### config.mk
export PLATFORM = sky130hd
export DESIGN_NAME = risc_core_param
export DESIGN_NICKNAME = d
export VERILOG_FILES = /design/src/rtl/risc_pkg.sv /design/src/rtl/risc_alu.sv /design/src/rtl/risc_core_param.sv
export SDC_FILE = /design/constraint.sdc
export NUM_CORES = 1
export LEC_CHECK = 0
export ABC_CLOCK_PERIOD_IN_PS = 9900
export CORE_UTILIZATION = 45
export DETAILED_ROUTE_END_ITERATION = 7
export DONT_BUFFER_PORTS = 1
export GPL_TIMING_DRIVEN = 0
export PLACE_DENSITY_LB_ADDON = 0.3
export SLEW_MARGIN = 40
export SYNTH_ARGS = -nofsm -noshare
export SYNTH_HDL_FRONTEND = slang
export SYNTH_SLANG_ARGS = --single-unit
### constraint.sdc
create_clock -name clk -period 9.9 [get_ports clk]
set_input_delay 1.98 -clock clk [delete_from_list [all_inputs] [get_ports clk]]
set_output_delay 1.98 -clock clk [all_outputs]
set_load 0.005 [all_outputs]
### src/rtl/risc_pkg.sv
// risc_pkg: shared definitions for the parametrised multi-cycle RISC core.
//   - opcode values (instruction bits [15:12])
//   - FSM state type
//   - instruction field helpers and opcode classification
package risc_pkg;

  localparam logic [3:0] OP_ADD  = 4'h0;
  localparam logic [3:0] OP_SUB  = 4'h1;
  localparam logic [3:0] OP_AND  = 4'h2;
  localparam logic [3:0] OP_OR   = 4'h3;
  localparam logic [3:0] OP_LD   = 4'h4;
  localparam logic [3:0] OP_ST   = 4'h5;
  localparam logic [3:0] OP_LDI  = 4'h6;
  localparam logic [3:0] OP_BEQ  = 4'h7;
  localparam logic [3:0] OP_JMP  = 4'h8;
  localparam logic [3:0] OP_XOR  = 4'h9;
  localparam logic [3:0] OP_SHL  = 4'hA;
  localparam logic [3:0] OP_SHR  = 4'hB;
  localparam logic [3:0] OP_HALT = 4'hF;

  typedef enum logic [2:0] {
    S_IDLE,
    S_FETCH,
    S_DECODE,
    S_EXECUTE,
    S_WRITE_BACK,
    S_HALTED
  } state_t;

  function automatic logic [3:0] instr_op(input logic [15:0] ir);
    return ir[15:12];
  endfunction

  function automatic logic [7:0] instr_imm8(input logic [15:0] ir);
    return ir[7:0];
  endfunction

  // ALU and shift ops: these update the flags
  function automatic logic is_alu_op(input logic [3:0] op);
    return (op == OP_ADD) || (op == OP_SUB) || (op == OP_AND) || (op == OP_OR) ||
           (op == OP_XOR) || (op == OP_SHL) || (op == OP_SHR);
  endfunction

  function automatic logic writes_reg(input logic [3:0] op);
    return is_alu_op(op) || (op == OP_LD) || (op == OP_LDI);
  endfunction

endpackage

### src/rtl/risc_alu.sv
// risc_alu: combinational ALU for the RISC core.
// Ports:
//   op    in  4       opcode (ADD/SUB/AND/OR/XOR/SHL/SHR; others give y=0)
//   a, b  in  DATA_W  operands (shifts use a only)
//   y     out DATA_W  result, modulo 2^DATA_W
//   zero  out 1       y == 0
//   carry out 1       ADD carry-out, SUB borrow, SHL old MSB, SHR old LSB; 0 otherwise
module risc_alu
  import risc_pkg::*;
#(
  parameter int DATA_W = 8
) (
  input  logic [3:0]        op,
  input  logic [DATA_W-1:0] a,
  input  logic [DATA_W-1:0] b,
  output logic [DATA_W-1:0] y,
  output logic              zero,
  output logic              carry
);

  always_comb begin
    y     = '0;
    carry = 1'b0;
    case (op)
      OP_ADD: {carry, y} = {1'b0, a} + {1'b0, b};
      OP_SUB: begin
        y     = a - b;
        carry = (a < b);
      end
      OP_AND: y = a & b;
      OP_OR:  y = a | b;
      OP_XOR: y = a ^ b;
      OP_SHL: begin
        y     = {a[DATA_W-2:0], 1'b0};
        carry = a[DATA_W-1];
      end
      OP_SHR: begin
        y     = {1'b0, a[DATA_W-1:1]};
        carry = a[0];
      end
      default: ;
    endcase
    zero = (y == '0);
  end

endmodule

### src/rtl/risc_core_param.sv
// risc_core_param: parametrised multi-cycle RISC core
// (FETCH -> DECODE -> EXECUTE -> WRITE_BACK, HALT stops after EXECUTE).
// Ports:
//   clk, reset_n              clock, asynchronous active-low reset
//   run                       start pulse, accepted in IDLE or HALTED (restarts at pc 0)
//   imem_we/waddr/wdata       program write, accepted in IDLE or HALTED
//   result, result_valid      last written-back value and its 1-cycle strobe
//   zero_flag, carry_flag     flags from the last ALU/shift op
//   halted, pc_out            HALTED status, current program counter
module risc_core_param
  import risc_pkg::*;
#(
  parameter int DATA_W     = 8,
  parameter int NREGS      = 4,
  parameter int IMEM_DEPTH = 16,
  parameter int DMEM_DEPTH = 16
) (
  input  logic                          clk,
  input  logic                          reset_n,
  input  logic                          run,
  input  logic                          imem_we,
  input  logic [$clog2(IMEM_DEPTH)-1:0] imem_waddr,
  input  logic [15:0]                   imem_wdata,
  output logic [DATA_W-1:0]             result,
  output logic                          result_valid,
  output logic                          zero_flag,
  output logic                          carry_flag,
  output logic                          halted,
  output logic [$clog2(IMEM_DEPTH)-1:0] pc_out
);

  localparam int PCW = $clog2(IMEM_DEPTH);
  localparam int RW  = $clog2(NREGS);
  localparam int DAW = $clog2(DMEM_DEPTH);

  logic [15:0]       imem [IMEM_DEPTH];
  logic [DATA_W-1:0] dmem [DMEM_DEPTH];
  logic [DATA_W-1:0] regs [NREGS];

  state_t            state, state_nx;
  logic [PCW-1:0]    pc;
  logic [15:0]       ir;
  logic [DATA_W-1:0] wb_val;
  logic              wb_zero, wb_carry;

  logic [3:0]        op;
  logic [RW-1:0]     rd_i, rs_i, rt_i;
  logic [DATA_W-1:0] rd_v, rs_v, rt_v;
  logic [DATA_W-1:0] imm_v, exec_val;
  logic [DAW-1:0]    d_addr;
  logic [PCW-1:0]    br_off, jmp_tgt;
  logic [DATA_W-1:0] alu_y;
  logic              alu_zero, alu_carry;
  logic              ctrl_open;
  logic [15:0]       unused_ir;

  // Register fields only use their low bits; the rest of ir is ignored.
  assign unused_ir = ir;

  assign op      = instr_op(ir);
  assign rd_i    = ir[8 +: RW];
  assign rs_i    = ir[4 +: RW];
  assign rt_i    = ir[0 +: RW];
  assign rd_v    = regs[rd_i];
  assign rs_v    = regs[rs_i];
  assign rt_v    = regs[rt_i];
  // Size casts zero-extend or truncate as the parameters require.
  assign imm_v   = DATA_W'(instr_imm8(ir));
  assign d_addr  = DAW'(rs_v);
  assign br_off  = PCW'(signed'(ir[3:0]));
  assign jmp_tgt = PCW'(instr_imm8(ir));

  assign ctrl_open = (state == S_IDLE) || (state == S_HALTED);
  assign halted    = (state == S_HALTED);
  assign pc_out    = pc;

  risc_alu #(.DATA_W(DATA_W)) u_alu (
    .op    (op),
    .a     (rs_v),
    .b     (rt_v),
    .y     (alu_y),
    .zero  (alu_zero),
    .carry (alu_carry)
  );

  always_comb begin
    case (op)
      OP_LD:   exec_val = dmem[d_addr];
      OP_ST:   exec_val = rt_v;
      OP_LDI:  exec_val = imm_v;
      default: exec_val = alu_y;
    endcase
  end

  always_comb begin
    state_nx = state;
    case (state)
      S_IDLE, S_HALTED: if (run) state_nx = S_FETCH;
      S_FETCH:          state_nx = S_DECODE;
      S_DECODE:         state_nx = S_EXECUTE;
      S_EXECUTE:        state_nx = (op == OP_HALT) ? S_HALTED : S_WRITE_BACK;
      S_WRITE_BACK:     state_nx = S_FETCH;
      default:          state_nx = S_IDLE;
    endcase
  end

  always_ff @(posedge clk or negedge reset_n) begin
    if (!reset_n) state <= S_IDLE;
    else          state <= state_nx;
  end

  always_ff @(posedge clk or negedge reset_n) begin
    if (!reset_n) begin
      pc           <= '0;
      ir           <= '0;
      wb_val       <= '0;
      wb_zero      <= 1'b0;
      wb_carry     <= 1'b0;
      result       <= '0;
      result_valid <= 1'b0;
      zero_flag    <= 1'b0;
      carry_flag   <= 1'b0;
      for (int unsigned i = 0; i < NREGS; i++) regs[i] <= '0;
    end else begin
      result_valid <= 1'b0;
      case (state)
        S_IDLE, S_HALTED: if (run) pc <= '0;
        S_FETCH: begin
          ir <= imem[pc];
          pc <= pc + PCW'(1);
        end
        S_EXECUTE: begin
          wb_val   <= exec_val;
          wb_zero  <= alu_zero;
          wb_carry <= alu_carry;
          // pc already points past this instruction
          if (op == OP_BEQ && rd_v == rs_v) pc <= pc + br_off;
          if (op == OP_JMP)                 pc <= jmp_tgt;
        end
        S_WRITE_BACK: begin
          if (writes_reg(op)) regs[rd_i] <= wb_val;
          if (writes_reg(op) || op == OP_ST) begin
            result       <= wb_val;
            result_valid <= 1'b1;
          end
          if (is_alu_op(op)) begin
            zero_flag  <= wb_zero;
            carry_flag <= wb_carry;
          end
        end
        default: ;
      endcase
    end
  end

  // Memories carry no reset; reset forces IDLE, so an interrupted store never lands.
  always_ff @(posedge clk) begin
    if (imem_we && ctrl_open) imem[imem_waddr] <= imem_wdata;
  end

  always_ff @(posedge clk) begin
    if (state == S_EXECUTE && op == OP_ST) dmem[d_addr] <= rt_v;
  end

endmodule

==> summary.txt <==
Timing
  – Total negative slack: 0 ns
  – Worst-Margin Slew: 0.864 ns
  – Tcrit/Tclk final: 0.462
  – Fin crit period: 4.57 ns
  – Final hold vios: 0
  – Fmax: 219 MHz
  – RSZ-0062 raised after global routing: no
  – Clock skew: 0.0278 ns
  – Final Max Tran Viols: 0
  – # setup viols final: 0
  – Max_slew headroom: 0.419

Global routing
  – GRT Total Usage: 0.222
  – Grt ovf: 0
  – Vias in the first global route: 10653
  – Initial antenna violation count: 0
  – Largest net degree at the start of global routing: 75
  – First-pass GRT wire length: 68300 um

Final layout
  – Fraction of layout cells with a size suffix above 1: 0.237
  – # diodes: 0
  – Final Instance Count excl. Fillers: 1749
  – Post-layout nets: 1236
  – Filler cells: 3309
  – Design Area, Final: 21200 sq um
  – Area grow syn2layout: 13.3%

Placed design
  – Port bufs: 0
  – Placed wire-length estimate: 30000 um
  – Dpl cell area: 19700 sq um
  – GPL Wtd Cong: 0.942
  – Placed Instances: 1665

Floorplan
  – Initial Util: 0.457
  – Die extent in y: 206 um
  – Core ar.: 40900 sq um
  – Die span in x: 206 um
  – Die ar.: 42300 sq um
  – Std-Cell Rows: 74
  – IO Pins: 40

Yosys
  – Post-Synth XOR/XNOR Area: 0.00750
  – Sequential-to-total area share from yosys stat: 0.665
  – Most instantiated cells after synthesis: 352 x edfxtp_1, 106 x mux4_2, 89 x nand2_1
  – Synthesized area per cell: 16.8 sq um
  – Dominant cells by area after synthesis: edfxtp_1 57%, mux4_2 13%, dfrtp_1 9.9%
  – Ys flop type: edfxtp_1
  – Post-Synth Simple-Gate Area: 0.0528
  – Post-synthesis compound-gate area fraction: 0.0558
  – Number of synthesized flops with an enable pin: 352
  – Most common cell in the netlist: edfxtp_1
  – Post-synthesis mux area share: 0.177
  – Largest family of logic cells by synthesized area: multiplexers
  – Mapped Area: 18700 sq um
  – Count of cell types in the netlist: 65
  – Largest area contributor in the netlist: edfxtp_1
  – Adder-Cell Fraction of Synth Area: 0.0226
  – Synth Register Bits: 426
  – Syn Nets: 1170
  – Total of warnings raised by yosys: 0
  – Synth top area share: 0.566
  – Async set-reset flop share out of synthesis: 0.174
  – Cell count after synthesis: 1114

Clocking
  – CTS clk-pin slew, worst paths: 0.06 ns
  – Post-CTS sizing: 0
  – Postcts setup bufs: 0
  – Sink Count: 426
  – CTS tree: built
  – Clock Latency Late Sink: 0.56 ns
  – H-tree level count: 2
  – Clock Path Buffers: 3
  – Cts bufs inserted: 45
  – Clock root buffer: clkbuf_16
  – Hold_buf cts: 0

Detailed routing
  – Final wirelength: 45600 um
  – WL met2: 22100 um
  – Antenna Nets Post-Route: 0
  – DR WL/cell: 26.1 um
  – Post-DR vias/cell: 6.07
  – First-iteration detailed-routing DRC count: 912
  – Routed vias: 10611
  – DRC: 0
  – Highest metal layer with signal wires: met4
  – 1st-pass router iterations: 7
  – Post-Route M1 WL: 19200 um
  – Met3 Routed Length: 2930 um

Worst setup path
  – R2R setup slack: 5.33 ns
  – CP arrival: 5.00 ns
  – Critical path endpoint category: flip-flop
  – CP max FO: 10
  – Worst setup SP type: flip-flop
  – Worst Setup Path Type: flip-flop to flip-flop
  – Critical path data required time: 10.33 ns

Power
  – Pwr dens: 308 nW/um^2
  – Leak: 7.19 nW
  – Total Power: 6.52 mW
  – Peak supply drop: 0.000139 V

Hold path
  – Worst hold path type: flip-flop to flip-flop

Run
  – MaxCap Viol Count: 0

Run status
  – Status: finished, final reports clean
## state kept, by name, indices dropped and copies added (netlist names)
register and flops:
ir 14, regs 32, wb_zero 1, carry_flag 1, imem 224, result_valid 1, result 8, state 3
wb_carry 1, pc_out 4, wb_val 8, zero_flag 1, dmem 128
## kinds of logic after synthesis
group	after synthesis
compound gates	153
xor+xnor	16
simple gates	216
buf+inv	86
mux	185
fa+ha+maj	32
flops	426
## cell usage in the layout (no fill, tap or decap), types with 10 or more instances in the layout
cell type  synthesis  routed
edfxtp_1         352     352
mux4_2           106     106
a211oi_1          10      10
clkbuf_1          40      44
xor2_1            10      10
mux2_2            44      44
buf_2              7      14
nor2_4             0      12
inv_1             27      27
o21ai_0           26      26
ha_1              29      29
nor2_1            58      42
clkinv_1           1      11
dfrtp_1           74      74
a21oi_1           35      34
mux2i_1           30      30
o22ai_1           19      19
clkbuf_16          0      46
nand2_1           89      89
nand3_1           14      14
## area by class of cell
class	count	area (sq um)	area share
clock inverters	28	277	0.0131
plain buffers	57	263	0.0124
repair buffers	19	198	0.00933
multi-input cells	602	6060	0.286
flip-flops and latches	426	12400	0.587
well taps	532	666	0.0314
clock buffers	56	1190	0.0561
inverters	29	109	0.00514
## power by group
part | switching [mW] | internal, mW | leakage, nW
sequential | 0.154 | 2.19 | 4.13
clock | 0.694 | 0.966 | 0.707
combinational | 1.52 | 0.992 | 2.35
total | 2.37 | 4.15 | 7.19
## routing by layer
layer  global-route usage  vias to the layer above
met1                0.307                     5521
met5                    0                        -
met2                0.360                      425
met3               0.0356                       90
li1                     -                     4575
met4               0.0712                        0
## worst max-delay path, stage by stage (launching register included)
cell and delay, ns:
dfrtp_1 0.34, buf_6 0.19, mux4_2 0.53, buf_6 0.17
buf_6 0.17, buf_2 0.25, buf_2 0.28, inv_1 0.19
ha_1 0.20, inv_1 0.07, fa_1 0.45, a21oi_1 0.18
o21ba_2 0.20, o221a_2 0.19, o2111ai_1 0.19, or4_1 0.60
o41ai_1 0.25
## path summary, 6_finish.rpt
path | from | endpoint | depth (start not counted)
worst max-delay path | ir[4] | wb_zero | 16
worst min-delay path | wb_carry | carry_flag | 1
worst max register to register | ir[4] | wb_zero | 16
worst min register to register | wb_carry | carry_flag | 1
max in group asynchronous | reset_n | wb_val[0] | 0
min in group asynchronous | reset_n | ir[2] | 0
## metrics by stage
step                 util  worst slack, ns  hold slack [ns]
floorplan               -             6.07            0.438
global placement    0.473             4.76            0.499
detailed placement  0.481             5.38            0.501
CTS                 0.517             5.36            0.523
global route        0.517             5.15            0.527
finish              0.517             5.33            0.525
No activity file was read; power rests on OpenSTA's default activity.
